`src/rtl/id_ex_stage.sv`:
```
// ID/EX pipeline register with load-use hazard detection and branch/jump squash.
// Optional hazard statistics counters are enabled with `define ID_EX_HAZARD_STATS_EN.
module id_ex_stage #(
  parameter int unsigned XLEN    = 32,
  parameter int unsigned RA_W    = 5,
  parameter int unsigned ALUOP_W = 4
) (
  input  logic               clk,
  input  logic               rst,
  input  logic               id_valid,
  input  logic [XLEN-1:0]    id_pc,
  input  logic [RA_W-1:0]    id_rs1,
  input  logic [RA_W-1:0]    id_rs2,
  input  logic [RA_W-1:0]    id_rd,
  input  logic               id_use_rs1,
  input  logic               id_use_rs2,
  input  logic [XLEN-1:0]    id_rs1_data,
  input  logic [XLEN-1:0]    id_rs2_data,
  input  logic [XLEN-1:0]    id_imm,
  input  logic               id_reg_write,
  input  logic               id_mem_read,
  input  logic               id_mem_write,
  input  logic               id_mem_to_reg,
  input  logic               id_alu_src,
  input  logic               id_branch,
  input  logic               id_jump,
  input  logic [ALUOP_W-1:0] id_alu_op,
  input  logic               ex_flush,
  input  logic               hold,
  output logic               stall_if_id,
  output logic               ex_valid,
  output logic [XLEN-1:0]    ex_pc,
  output logic [RA_W-1:0]    ex_rs1,
  output logic [RA_W-1:0]    ex_rs2,
  output logic [RA_W-1:0]    ex_rd,
  output logic [XLEN-1:0]    ex_rs1_data,
  output logic [XLEN-1:0]    ex_rs2_data,
  output logic [XLEN-1:0]    ex_imm,
  output logic               ex_reg_write,
  output logic               ex_mem_read,
  output logic               ex_mem_write,
  output logic               ex_mem_to_reg,
  output logic               ex_alu_src,
  output logic               ex_branch,
  output logic               ex_jump,
  output logic [ALUOP_W-1:0] ex_alu_op
`ifdef ID_EX_HAZARD_STATS_EN
  ,
  output logic [31:0]        bubble_cnt,
  output logic [31:0]        flush_cnt
`endif
);

  typedef struct packed {
    logic               valid;
    logic [XLEN-1:0]    pc;
    logic [RA_W-1:0]    rs1;
    logic [RA_W-1:0]    rs2;
    logic [RA_W-1:0]    rd;
    logic [XLEN-1:0]    rs1_data;
    logic [XLEN-1:0]    rs2_data;
    logic [XLEN-1:0]    imm;
    logic               reg_write;
    logic               mem_read;
    logic               mem_write;
    logic               mem_to_reg;
    logic               alu_src;
    logic               branch;
    logic               jump;
    logic [ALUOP_W-1:0] alu_op;
  } ex_t;

  ex_t ex_q, ex_d, id_pkt;
  logic rs1_hit, rs2_hit, lu;

  always_comb begin
    id_pkt            = '0;
    id_pkt.valid      = id_valid;
    id_pkt.pc         = id_pc;
    id_pkt.rs1        = id_rs1;
    id_pkt.rs2        = id_rs2;
    id_pkt.rd         = id_rd;
    id_pkt.rs1_data   = id_rs1_data;
    id_pkt.rs2_data   = id_rs2_data;
    id_pkt.imm        = id_imm;
    id_pkt.reg_write  = id_reg_write;
    id_pkt.mem_read   = id_mem_read;
    id_pkt.mem_write  = id_mem_write;
    id_pkt.mem_to_reg = id_mem_to_reg;
    id_pkt.alu_src    = id_alu_src;
    id_pkt.branch     = id_branch;
    id_pkt.jump       = id_jump;
    id_pkt.alu_op     = id_alu_op;
  end

  // A load writing x0 never creates a dependency.
  assign rs1_hit = id_use_rs1 && (id_rs1 == ex_q.rd);
  assign rs2_hit = id_use_rs2 && (id_rs2 == ex_q.rd);
  assign lu      = ex_q.valid && ex_q.mem_read && (ex_q.rd != '0) && id_valid &&
                   (rs1_hit || rs2_hit);

  // IF/ID is cleared by the redirect on a flush, so no freeze is needed then.
  assign stall_if_id = !ex_flush && (hold || lu);

  // A bubble is the all-zero word: invalid, no control, rd/rs1/rs2 = x0.
  always_comb begin
    ex_d = ex_q;
    if (ex_flush) begin
      ex_d = '0;
    end else if (hold) begin
      ex_d = ex_q;
    end else if (lu || !id_valid) begin
      ex_d = '0;
    end else begin
      ex_d = id_pkt;
    end
  end

  always_ff @(posedge clk) begin
    if (rst) begin
      ex_q <= '0;
    end else begin
      ex_q <= ex_d;
    end
  end

  assign ex_valid      = ex_q.valid;
  assign ex_pc         = ex_q.pc;
  assign ex_rs1        = ex_q.rs1;
  assign ex_rs2        = ex_q.rs2;
  assign ex_rd         = ex_q.rd;
  assign ex_rs1_data   = ex_q.rs1_data;
  assign ex_rs2_data   = ex_q.rs2_data;
  assign ex_imm        = ex_q.imm;
  assign ex_reg_write  = ex_q.reg_write;
  assign ex_mem_read   = ex_q.mem_read;
  assign ex_mem_write  = ex_q.mem_write;
  assign ex_mem_to_reg = ex_q.mem_to_reg;
  assign ex_alu_src    = ex_q.alu_src;
  assign ex_branch     = ex_q.branch;
  assign ex_jump       = ex_q.jump;
  assign ex_alu_op     = ex_q.alu_op;

`ifdef ID_EX_HAZARD_STATS_EN
  logic [31:0] bubble_cnt_q, flush_cnt_q;
  logic        lu_bubble;

  // Counts only bubbles caused by load-use, not idle decode slots.
  assign lu_bubble = !ex_flush && !hold && lu;

  always_ff @(posedge clk) begin
    if (rst) begin
      bubble_cnt_q <= '0;
      flush_cnt_q  <= '0;
    end else begin
      if (lu_bubble && (bubble_cnt_q != 32'hFFFF_FFFF)) begin
        bubble_cnt_q <= bubble_cnt_q + 32'd1;
      end
      if (ex_flush && (flush_cnt_q != 32'hFFFF_FFFF)) begin
        flush_cnt_q <= flush_cnt_q + 32'd1;
      end
    end
  end

  assign bubble_cnt = bubble_cnt_q;
  assign flush_cnt  = flush_cnt_q;
`endif

endmodule

```
`config.mk`:
```
export PLATFORM = sky130hd
export DESIGN_NAME = id_ex_stage
export DESIGN_NICKNAME = d
export VERILOG_FILES = /design/src/rtl/id_ex_stage.sv
export SDC_FILE = /design/constraint.sdc
export NUM_CORES = 1
export LEC_CHECK = 0
export ABC_AREA = 1
export CAP_MARGIN = 20
export CORE_MARGIN = 2
export CORE_UTILIZATION = 43
export CTS_BUF_LIST = sky130_fd_sc_hd__clkbuf_4
export DETAILED_ROUTE_END_ITERATION = 12
export MAX_ROUTING_LAYER = met4
export PLACE_DENSITY = 0.83
export SETUP_SLACK_MARGIN = 0.15
export SYNTH_ARGS = -nofsm -noshare
export SYNTH_HDL_FRONTEND = slang
export SYNTH_SLANG_ARGS = --single-unit
```
`constraint.sdc`:
```
create_clock -name clk -period 1.5 [get_ports clk]
set_input_delay 0.15 -clock clk [delete_from_list [all_inputs] [get_ports clk]]
set_output_delay 0.15 -clock clk [all_outputs]
set_load 0.1 [all_outputs]
```
==> results.rst, run 1 <==
.. list-table::
   :header-rows: 1

   * - Metric
     - Value
   * - Result of the run
     - finished, violations left
   * - Failing checks
     - negative setup slack
   * - Clock-pin slew on the worst setup and hold paths
     - 0.16 ns
   * - Number of clock buffers inserted by TritonCTS
     - 17
   * - Area growth syn-to-layout
     - 112%
   * - Layout filler cell count
     - 494
   * - Final max-slew violation count
     - 0
   * - Antenna-violating nets left
     - 0
   * - Worst R2R Setup Slack
     - -0.60 ns
   * - Final Critical Period
     - 2.11 ns
   * - First-pass GRT wire length
     - 40.7 mm
   * - Worst slew margin relative to its limit
     - ~64%
   * - Slowest-stage cell, CP
     - sky130_fd_sc_hd__dfxtp_4
   * - Cell with the most instances on the worst path
     - sky130_fd_sc_hd__nand2_2
   * - Worst R2R Path Depth
     - 15
   * - Internal power component
     - 5940 µW
   * - Sequential area share after synthesis
     - 45.1%
   * - Via count of the routed design
     - between 7000 and 8000
   * - Most frequent standard cell in the layout excluding fill and tap cells
     - sky130_fd_sc_hd__buf_12
   * - Count of state elements after synthesis
     - 155
   * - Critical Path AT
     - just under 2 ns
   * - Worst ir drop on vdd
     - 0.493 mV
   * - Die Ht
     - 130 µm
   * - Most frequent cells in the layout
     - sky130_fd_sc_hd__buf_12, sky130_fd_sc_hd__nand2_1, sky130_fd_sc_hd__clkdlybuf4s50_1
   * - Fraction of power spent switching nets
     - 35.0%
   * - Top-level I/O count
     - 317
   * - Maximum number of pins on one net before global-route repair
     - 59
   * - Sequential share of power
     - 47.1%
   * - Area taken by flip-flops and latches
     - 3290 µm²
   * - Post-detail-place hpwl
     - roughly 17 mm
   * - Final hold vios
     - 0
   * - Number of distinct library cells after synthesis
     - 19
   * - Max Root-Sink Buffers
     - 2
   * - Total Neg Setup Slack
     - -72.91 ns
   * - Net load switching power
     - 3200 µW
   * - Number of I/O port buffers
     - 316
   * - Worst setup slack after layout
     - -0.608 ns
   * - Initial drt markers
     - 565
   * - Max Fanout on Critical Path
     - 4
   * - DRC
     - 0
   * - Worst reg2reg endpoint
     - ex_imm[16]$_SDFFE_PP0N_
   * - Mean instance size in the synthesized netlist
     - 9.17 µm²
   * - Post-synthesis instance total
     - 750
   * - Crit path largest cell delay
     - 0.42 ns
   * - Overall power consumption
     - 9130 µW
   * - CTS tree
     - built
   * - Netlist area before placement
     - 6880 µm²
   * - Die Footprint
     - 17000 µm²
   * - Combinational power share
     - a little over a quarter
   * - Layout cell share with drive strength beyond 1
     - roughly two thirds
   * - Total wirelength of the detailed-routed design
     - 35.6 mm
   * - Hold path cells
     - 5
   * - Chain of cells forming the critical path
     - inv_4 > nand2_2 > nand2_2 > nor2_2 > nand3_2 > nand2_4 > nand2_8 > a21oi_4 > buf_12
   * - Root Buffer Master
     - sky130_fd_sc_hd__clkbuf_4
   * - Total nets after synthesis
     - 911
   * - Total number of nets in the final design
     - ~1300
   * - Max frequency
     - ~470 MHz
   * - Number of global-route vias before repair
     - 7474
   * - Clock latency on the worst-skew pair
     - a little under 0.6 ns
   * - Worst-case clock skew
     - 0.0282 ns
   * - Placeable core region
     - 15800 µm²
   * - CP Data Required Time
     - 1.35 ns
   * - Total of hold buffers inserted after clock tree synthesis
     - 0
   * - # H-tree levels
     - 4
   * - Critical Path Start Type
     - flip-flop
   * - HP Class
     - in2reg
   * - Area of the multi-input gates
     - approximately 4700 µm²
   * - Fin util
     - 92.5%
   * - Synth Warn #
     - 0
   * - Global router's overall resource usage
     - between 30 and 40%
   * - Clock sink count
     - 155
   * - Crit end category
     - output port
   * - Placement Rows
     - 46
   * - Post-DR wirelength/cell
     - 26.8 µm
   * - Number of endpoints failing setup at the final stage
     - between 150 and 200
   * - Number of iterations in the first detailed-routing pass
     - 5
   * - Worst reg2reg path startpoint
     - ex_rd[1]$_SDFFE_PP0N_
   * - Final estimated routing congestion in global placement
     - about 0.83
   * - Destination of the worst hold path
     - ex_rs1[3]$_SDFFE_PP0N_
   * - Portion of the clock cycle consumed by the worst path in the final layout
     - 141%
   * - Kind of critical path
     - reg2out
   * - Unrepaired setup endpoints after global routing
     - true
   * - Drt via density
     - 5.79
   * - Max_cap viols
     - 0
   * - Total overflow reported by the global router
     - 0
   * - Start point of the worst hold path
     - hold
   * - Pin slew with the least headroom to its limit
     - 0.533 ns
   * - PD cells
     - ~630 nW/µm²
   * - LEAKAGE
     - slightly below 0.005 µW
   * - Starting Density
     - 43.6%
   * - Clock share of power
     - approximately a quarter
   * - X dimension of the die
     - 130 µm
   * - Number of antenna violations at the first check in global routing
     - 1
[kinds of logic (layout without fill, tap and decap cells)]
| logic type | after synthesis | in the layout | share of synthesized area [%] |
|---|---|---|---|
| AND/OR/NAND/NOR | 355 | 355 | 30.0 |
| flip-flops | 155 | 155 | 45.1 |
| other | 0 | 2 | 0 |
| buffers and inverters | 84 | 444 | 8.08 |
| AO/OA/AOI/OAI | 156 | 156 | 16.8 |
[synth_stat cells]
cell | n | area (µm²)
sky130_fd_sc_hd__nor2_2 | 3 | 18.8
sky130_fd_sc_hd__nand3_2 | 102 | 1020
sky130_fd_sc_hd__nand4_1 | 2 | 12.5
sky130_fd_sc_hd__nor2_1 | 7 | 26.3
sky130_fd_sc_hd__buf_12 | 11 | 220
sky130_fd_sc_hd__or2_2 | 1 | 6.26
sky130_fd_sc_hd__inv_1 | 12 | 45.0
sky130_fd_sc_hd__buf_2 | 19 | 95.1
sky130_fd_sc_hd__a21oi_2 | 100 | 876
sky130_fd_sc_hd__buf_6 | 5 | 56.3
sky130_fd_sc_hd__nand2_1 | 184 | 691
sky130_fd_sc_hd__dfxtp_1 | 155 | 3100
sky130_fd_sc_hd__inv_2 | 4 | 15.0
sky130_fd_sc_hd__nand2_2 | 1 | 6.26
sky130_fd_sc_hd__clkbuf_1 | 31 | 116
sky130_fd_sc_hd__buf_1 | 2 | 7.51
sky130_fd_sc_hd__nand2_4 | 1 | 11.3
sky130_fd_sc_hd__nand3_1 | 54 | 270
sky130_fd_sc_hd__a21oi_1 | 56 | 280
[critical path: cells and delay by family, from the launching register on]
family | cells | cell delay, ns
and+or+nand+nor | 6 | 0.56
AOI/OAI and AO/OA | 1 | 0.14
DFF | 1 | 0.42
buffers and inverters | 2 | 0.24
[worst max path at each step]
stage	startpoint	slack [ns]	cells after the start	endpoint
finish	ex_rd[1]$_SDFFE_PP0N_	-0.61	9	stall_if_id
global route	id_rs2[1]	-0.78	10	stall_if_id
CTS	ex_rd[3]$_SDFFE_PP0N_	-0.47	9	stall_if_id
detailed placement	id_rs1[4]	-0.38	10	ex_pc[9]$_SDFFE_PP0N_
global placement	id_rs1[4]	-0.31	10	ex_pc[9]$_SDFFE_PP0N_
floorplan	ex_rd[2]$_SDFFE_PP0N_	-0.39	9	stall_if_id
[per-layer routing]
| layer | GRT usage (%) | vias to the layer above | routed length (µm) |
|---|---|---|---|
| li1 | - | 3255 | - |
| met1 | 34.2 | 3756 | 12100 |
| met2 | 56.0 | 517 | 18100 |
| met3 | 10.0 | 159 | 3420 |
| met4 | 15.4 | 0 | 1950 |
| met5 | - | - | 0 |
[power by group through the flow]
stage | clock, µW | combinational, µW | sequential (µW)
global placement | 0 | 2090 | 4370
detailed placement | 0 | 2120 | 4380
finish | 2330 | 2500 | 4300
floorplan | 0 | 492 | 4930
CTS | 2260 | 2170 | 4290
global route | 2490 | 2570 | 4310
[timing repair]
item / in CTS / in global routing
setup endpoints to repair: 208 / 241
gates resized for setup: 105 / 280
cloned: 13 / 0
setup buffers: 8 / 7
pin swaps: 9 / 6
[cell type report]
class,count,share of cell area (%)
flip-flops and latches,155,22.6
diodes,2,0.0343
inverters,16,0.463
multi-input cells,511,32.1
clock buffers,20,1.03
well taps,216,1.85
repair buffers,396,41.4
clock inverters,12,0.523
[stage by stage]
step	setup slack [ns]	area [µm²]	std cells	hold slack (ns)
3_3_place_gp	-0.312	12300	1266	0.481
5_1_grt	-0.785	14600	1328	0.101
2_1_floorplan	-0.387	7110	750	0.283
3_5_place_dp	-0.381	12300	1266	0.492
6_report	-0.608	14600	1328	0.132
4_1_cts	-0.474	13300	1319	0.0692
Power figures use the tool's default switching activity.
==> run 2: changes to the inputs <==
CAP_MARGIN = unset   (was 20)
==> results of run 2 <==
Final layout, timing and power as in run 1 (identical DEF).
